File: src/rtl/afu_tx_ab_arb.sv
// afu_tx_ab_arb: merges two AFU TX AXI-stream sources (A, B) into a single
// stream toward the PF/VF mux. Arbitration happens per packet: a channel that
// wins a non-last first beat keeps the grant until its tlast beat is
// accepted, so packets are never interleaved. Ties in IDLE go to a 1-bit
// round-robin pointer that flips to the other channel after every packet.
// The merged stream goes through one registered output stage (latency 1) that
// can still move one beat per cycle while o_tready stays high.
module afu_tx_ab_arb #(
    parameter int DATA_W = 512,
    parameter int USER_W = 10
) (
    input  logic                  clk,
    input  logic                  rst,

    input  logic                  a_tvalid,
    output logic                  a_tready,
    input  logic [DATA_W-1:0]     a_tdata,
    input  logic [DATA_W/8-1:0]   a_tkeep,
    input  logic [USER_W-1:0]     a_tuser,
    input  logic                  a_tlast,

    input  logic                  b_tvalid,
    output logic                  b_tready,
    input  logic [DATA_W-1:0]     b_tdata,
    input  logic [DATA_W/8-1:0]   b_tkeep,
    input  logic [USER_W-1:0]     b_tuser,
    input  logic                  b_tlast,

    output logic                  o_tvalid,
    input  logic                  o_tready,
    output logic [DATA_W-1:0]     o_tdata,
    output logic [DATA_W/8-1:0]   o_tkeep,
    output logic [USER_W-1:0]     o_tuser,
    output logic                  o_tlast,
    output logic                  o_src,

    output logic [15:0]           pkt_cnt_a,
    output logic [15:0]           pkt_cnt_b
);

    localparam int KEEP_W = DATA_W / 8;

    // One stream beat; the payload passes through untouched.
    typedef struct packed {
        logic [DATA_W-1:0] data;
        logic [KEEP_W-1:0] keep;
        logic [USER_W-1:0] user;
        logic              last;
    } beat_t;

    typedef enum logic [1:0] {
        IDLE   = 2'd0,
        LOCK_A = 2'd1,
        LOCK_B = 2'd2
    } state_t;

    state_t      state_q, state_d;
    logic        prio_q,  prio_d;      // 0: A wins a tie, 1: B wins a tie
    logic        vld_q,   vld_d;       // output stage holds a beat
    beat_t       beat_q,  beat_d;
    logic        src_q,   src_d;
    logic [15:0] cnt_a_q, cnt_a_d;
    logic [15:0] cnt_b_q, cnt_b_d;

    beat_t a_beat, b_beat, sel_beat;
    logic  gnt_vld;                    // some channel owns the grant this cycle
    logic  gnt_b;                      // which one (0: A, 1: B)
    logic  sel_valid;
    logic  load;                       // output stage can take a new beat
    logic  accept;                     // granted beat is transferred this cycle

    assign a_beat = '{data: a_tdata, keep: a_tkeep, user: a_tuser, last: a_tlast};
    assign b_beat = '{data: b_tdata, keep: b_tkeep, user: b_tuser, last: b_tlast};

    // Grant selection: locked channel keeps the grant, otherwise pick among valids.
    always_comb begin
        gnt_vld = 1'b0;
        gnt_b   = 1'b0;
        unique case (state_q)
            IDLE: begin
                if (a_tvalid && b_tvalid) begin
                    gnt_vld = 1'b1;
                    gnt_b   = prio_q;
                end else if (a_tvalid) begin
                    gnt_vld = 1'b1;
                    gnt_b   = 1'b0;
                end else if (b_tvalid) begin
                    gnt_vld = 1'b1;
                    gnt_b   = 1'b1;
                end
            end
            LOCK_A: begin
                gnt_vld = 1'b1;
                gnt_b   = 1'b0;
            end
            LOCK_B: begin
                gnt_vld = 1'b1;
                gnt_b   = 1'b1;
            end
            default: begin
                gnt_vld = 1'b0;
                gnt_b   = 1'b0;
            end
        endcase
    end

    // A full output stage frees up in the same cycle it is drained.
    assign load      = ~vld_q | o_tready;
    assign sel_beat  = gnt_b ? b_beat : a_beat;
    assign sel_valid = gnt_b ? b_tvalid : a_tvalid;

    // Reset gates the handshake so nothing is taken while rst is high.
    assign a_tready = ~rst & gnt_vld & ~gnt_b & load;
    assign b_tready = ~rst & gnt_vld &  gnt_b & load;
    assign accept   = ~rst & gnt_vld & sel_valid & load;

    // Next state for the lock FSM, round-robin pointer and packet counters.
    always_comb begin
        state_d = state_q;
        prio_d  = prio_q;
        cnt_a_d = cnt_a_q;
        cnt_b_d = cnt_b_q;
        unique case (state_q)
            IDLE: begin
                // Single-beat packets never lock.
                if (accept && !sel_beat.last) begin
                    state_d = gnt_b ? LOCK_B : LOCK_A;
                end
            end
            LOCK_A, LOCK_B: begin
                if (accept && sel_beat.last) begin
                    state_d = IDLE;
                end
            end
            default: state_d = IDLE;
        endcase
        if (accept && sel_beat.last) begin
            prio_d = ~gnt_b;
            if (gnt_b) begin
                cnt_b_d = cnt_b_q + 16'd1;
            end else begin
                cnt_a_d = cnt_a_q + 16'd1;
            end
        end
    end

    // Output stage: load on accept, drop valid when drained with nothing new.
    always_comb begin
        vld_d  = vld_q;
        beat_d = beat_q;
        src_d  = src_q;
        if (accept) begin
            vld_d  = 1'b1;
            beat_d = sel_beat;
            src_d  = gnt_b;
        end else if (o_tready) begin
            vld_d  = 1'b0;
        end
    end

    // Control state: cleared by reset, which also abandons any lock.
    always_ff @(posedge clk) begin
        if (rst) begin
            state_q <= IDLE;
            prio_q  <= 1'b0;
            vld_q   <= 1'b0;
            cnt_a_q <= '0;
            cnt_b_q <= '0;
        end else begin
            state_q <= state_d;
            prio_q  <= prio_d;
            vld_q   <= vld_d;
            cnt_a_q <= cnt_a_d;
            cnt_b_q <= cnt_b_d;
        end
    end

    // Payload registers: meaningless while invalid, so no reset needed.
    always_ff @(posedge clk) begin
        beat_q <= beat_d;
        src_q  <= src_d;
    end

    assign o_tvalid  = vld_q & ~rst;
    assign o_tdata   = beat_q.data;
    assign o_tkeep   = beat_q.keep;
    assign o_tuser   = beat_q.user;
    assign o_tlast   = beat_q.last;
    assign o_src     = src_q;
    assign pkt_cnt_a = rst ? 16'd0 : cnt_a_q;
    assign pkt_cnt_b = rst ? 16'd0 : cnt_b_q;

endmodule

File: config.mk
export PLATFORM = sky130hd
export DESIGN_NAME = afu_tx_ab_arb
export DESIGN_NICKNAME = d
export VERILOG_FILES = /design/src/rtl/afu_tx_ab_arb.sv
export SDC_FILE = /design/constraint.sdc
export NUM_CORES = 2
export LEC_CHECK = 0
export CAP_MARGIN = 20
export CORE_AREA = 2 2 697 699
export DETAILED_ROUTE_END_ITERATION = 8
export DIE_AREA = 0 0 699 701
export PLACE_DENSITY = 0.3
export SLEW_MARGIN = 40
export SYNTH_ARGS = -nofsm -noshare
export SYNTH_HDL_FRONTEND = slang
export SYNTH_SLANG_ARGS = --single-unit
File: constraint.sdc
create_clock -name clk -period 18.7 [get_ports clk]
set_input_delay 1.87 -clock clk [delete_from_list [all_inputs] [get_ports clk]]
set_output_delay 1.87 -clock clk [all_outputs]
set_load 0.01 [all_outputs]
==> reports/metrics.yaml <==
floorplanning:
  start_util: 0.0558
  die_x_microns: 699
  dieArea_sq_mm: 0.490
  die_h_microns: 701
  num_rows: 255
  core-area_sq_mm: 0.482
  pin_count: 1802
placed_design:
  dpl_cell_area_sq_mm: 0.0526
  port_buffers: 1801
  place.gp.congestion: 0.944
  dp_hpwl_microns: 309000
drt:
  wl_per_cell_microns: 31.4
  via_per_inst: 2.60
  vias: 28800
  wl_microns: 348000
  first_pass_iters: 7
  route.detailed.drc: 0
  drt_iter0_drc: 1931
  drtAntennaViolNets: 0
timing:
  period_share: 0.328
  tightest_slew_ns: 0.881
  slew_violations: 0
  fmaxAchievable_ghz: 0.163
  setup_violations: 0
  fin_tns_setup_ns: 0
  fin_skew_ns: 0.0473
  period_needed_ns: 6.13
  hold_viol: 0
  slew_headroom: 0.411
  rsz0062_at_grt: "no"
synthesis:
  async_flop_share: 0
  yosysSeqAreaShare: 0.683
  synth_edf_count: 588
  synth_area_sq_mm: 0.0269
  syn_inst: 2722
  syn_nets: 3906
  synth_seq_cells: 624
  ys.flop_type: "edfxtp_1"
  ys_types: 48
  synth.avg_cell_area_sq_um: 9.88
  yosysWarnings: 0
global_route:
  antenna_found_initial: 261
  grt_pass1_vias: 29100
  grt_pass1_wl_microns: 412000
  grt_max_degree: 126
  grtUsageTotal: 0.136
  grt_overflow_total: 0
setup_path:
  rr_worst_depth: 12
  cp-startpoint: "b_tvalid"
  r2r-start: "state_q[0]"
  cpPeakStageDelay_ns: 0.73
  critPathCaptureType: "output pin"
  worstPathRequired_ns: 16.83
  critPathMaxFanout: 11
  cpMaxStageDelayCell: "clkdlybuf4s50_1"
  worst_path_most_repeated_cell: "clkdlybuf4s50_1"
  cp.arrival_ns: 4.26
  worstPathCellList: "clkdlybuf4s50_1 > o21a_4 > o211ai_4 > nor2_1 > clkdlybuf4s50_1"
  crit_type: "in -> out"
  start_kind: "input port"
final_layout:
  mostFrequentLayoutCells: "nand2_1 (1774), clkdlybuf4s50_1 (1767), edfxtp_1 (588), clkbuf_16 (103), nor2_1 (40)"
  drive_above_1_share: 0.0512
  register_area_sq_mm: 0.0184
  n_fill_cell: 55400
  finalInstanceArea_sq_mm: 0.0561
  multi_input_area_sq_mm: 0.00792
  area_delta_synth_final_pct: 108
  nets: 5709
  final_common_cell: "nand2_1"
clock_network:
  hold_buffers: 0
  cts_max_level: 3
  cts_root_buf: "clkbuf_16"
  cts_tree: "built"
  numCtsBuffers: 103
  ctsLongestPathBuffers: 4
  clk_latency_ns: 0.84
  cts_resized: 0
  clkTransAtPathRegs_ns: 0.06
  post_cts.repair.setup_buffers: 0
  clock_sinks: 624
status:
  status: "complete, no violations"
worst_hold_path:
  hold_path.class: "reg -> reg"
  min_delay_path_depth: 2
  hp-start: "cnt_b_q[15]"
power_and_ir_drop:
  power_density_mw_per_mm2: 89.0
  ir_worst_vdd_mv: 0.0654
  leakagePower_nw: 20.2
run:
  drv_cap: 0
## worst paths after layout
kind                                      to  slack [ns]
worst max-delay path                b_tready       12.57
worst min-delay path             cnt_b_q[15]        0.49
worst max register to register  o_tdata[376]       13.56
worst min register to register   cnt_b_q[15]        0.49
## state kept, by name, indices dropped and copies added, names as in the netlist
register / cells
o_tdata: 512
o_tkeep: 64
cnt_a_q: 16
cnt_b_q: 16
o_tuser: 10
state_q: 2
o_src: 1
o_tlast: 1
prio_q: 1
vld_q: 1
## where the power goes
part,total [mW],internal [mW],switching [mW]
Clock,1.98,1.13,0.858
Combinational,1.21,0.489,0.723
Sequential,1.79,1.72,0.0715
## area by class of cell
type | count | share of cell area
Sequential cell | 624 | 0.328
Timing Repair Buffer | 1837 | 0.326
Tap cell | 6425 | 0.143
Multi-Input combinational cell | 1947 | 0.141
Clock buffer | 123 | 0.0473
Clock inverter | 62 | 0.0109
Antenna cell | 60 | 0.00268
Inverter | 12 | 0.000938
## cell usage after synthesis (all sizes together), types with 7 or more instances
master | count | area (sq um)
buf | 49 | 234
clkbuf | 90 | 338
dfxtp | 36 | 721
edfxtp | 588 | 17700
inv | 12 | 45.0
mux2 | 17 | 195
nand2 | 1774 | 6660
nand3 | 8 | 40.0
nand4 | 9 | 56.3
nor2 | 40 | 150
nor2b | 28 | 175
nor3 | 7 | 45.0
xnor2 | 12 | 105
## worst max-delay path: cells and delay by family
| family | cells | cell delay [ns] |
|---|---|---|
| buf+inv | 2 | 1.36 |
| simple gates | 1 | 0.58 |
| compound gates | 2 | 0.42 |
## cell families (layout without fill, tap and decap cells)
family / Yosys count / after routing / synth area share
muxes: 20 / 20 / 0.00837
DFF: 624 / 624 / 0.683
AOI/OAI and AO/OA: 18 / 18 / 0.00628
adders and majority gates: 5 / 5 / 0.00233
and+or+nand+nor: 1891 / 1891 / 0.273
other: 0 / 60 / 0
xor gates and xnor gates: 13 / 13 / 0.00423
buffers and inverters: 151 / 2034 / 0.0229
## stage by stage
stage	hold slack, ns	setup WS, ns	util	cells	power (mW)
finish	0.485	12.57	0.116	11100	4.99
global placement	0.470	11.60	0.109	10800	3.09
detailed placement	0.474	11.70	0.109	10800	3.09
floorplan	0.452	0.988	-	2722	2.20
CTS	0.488	12.45	0.116	11000	5.16
global route	0.529	12.32	0.116	11100	5.22
## per-layer routing
layer,wire [microns],share of wire,track usage
met1,124000,0.36,0.142
met2,178000,0.51,0.251
met3,30300,0.087,0.0472
met4,15800,0.045,0.0474
met5,579,0.0017,0
Note: power is estimated with default switching activity, not from simulation.
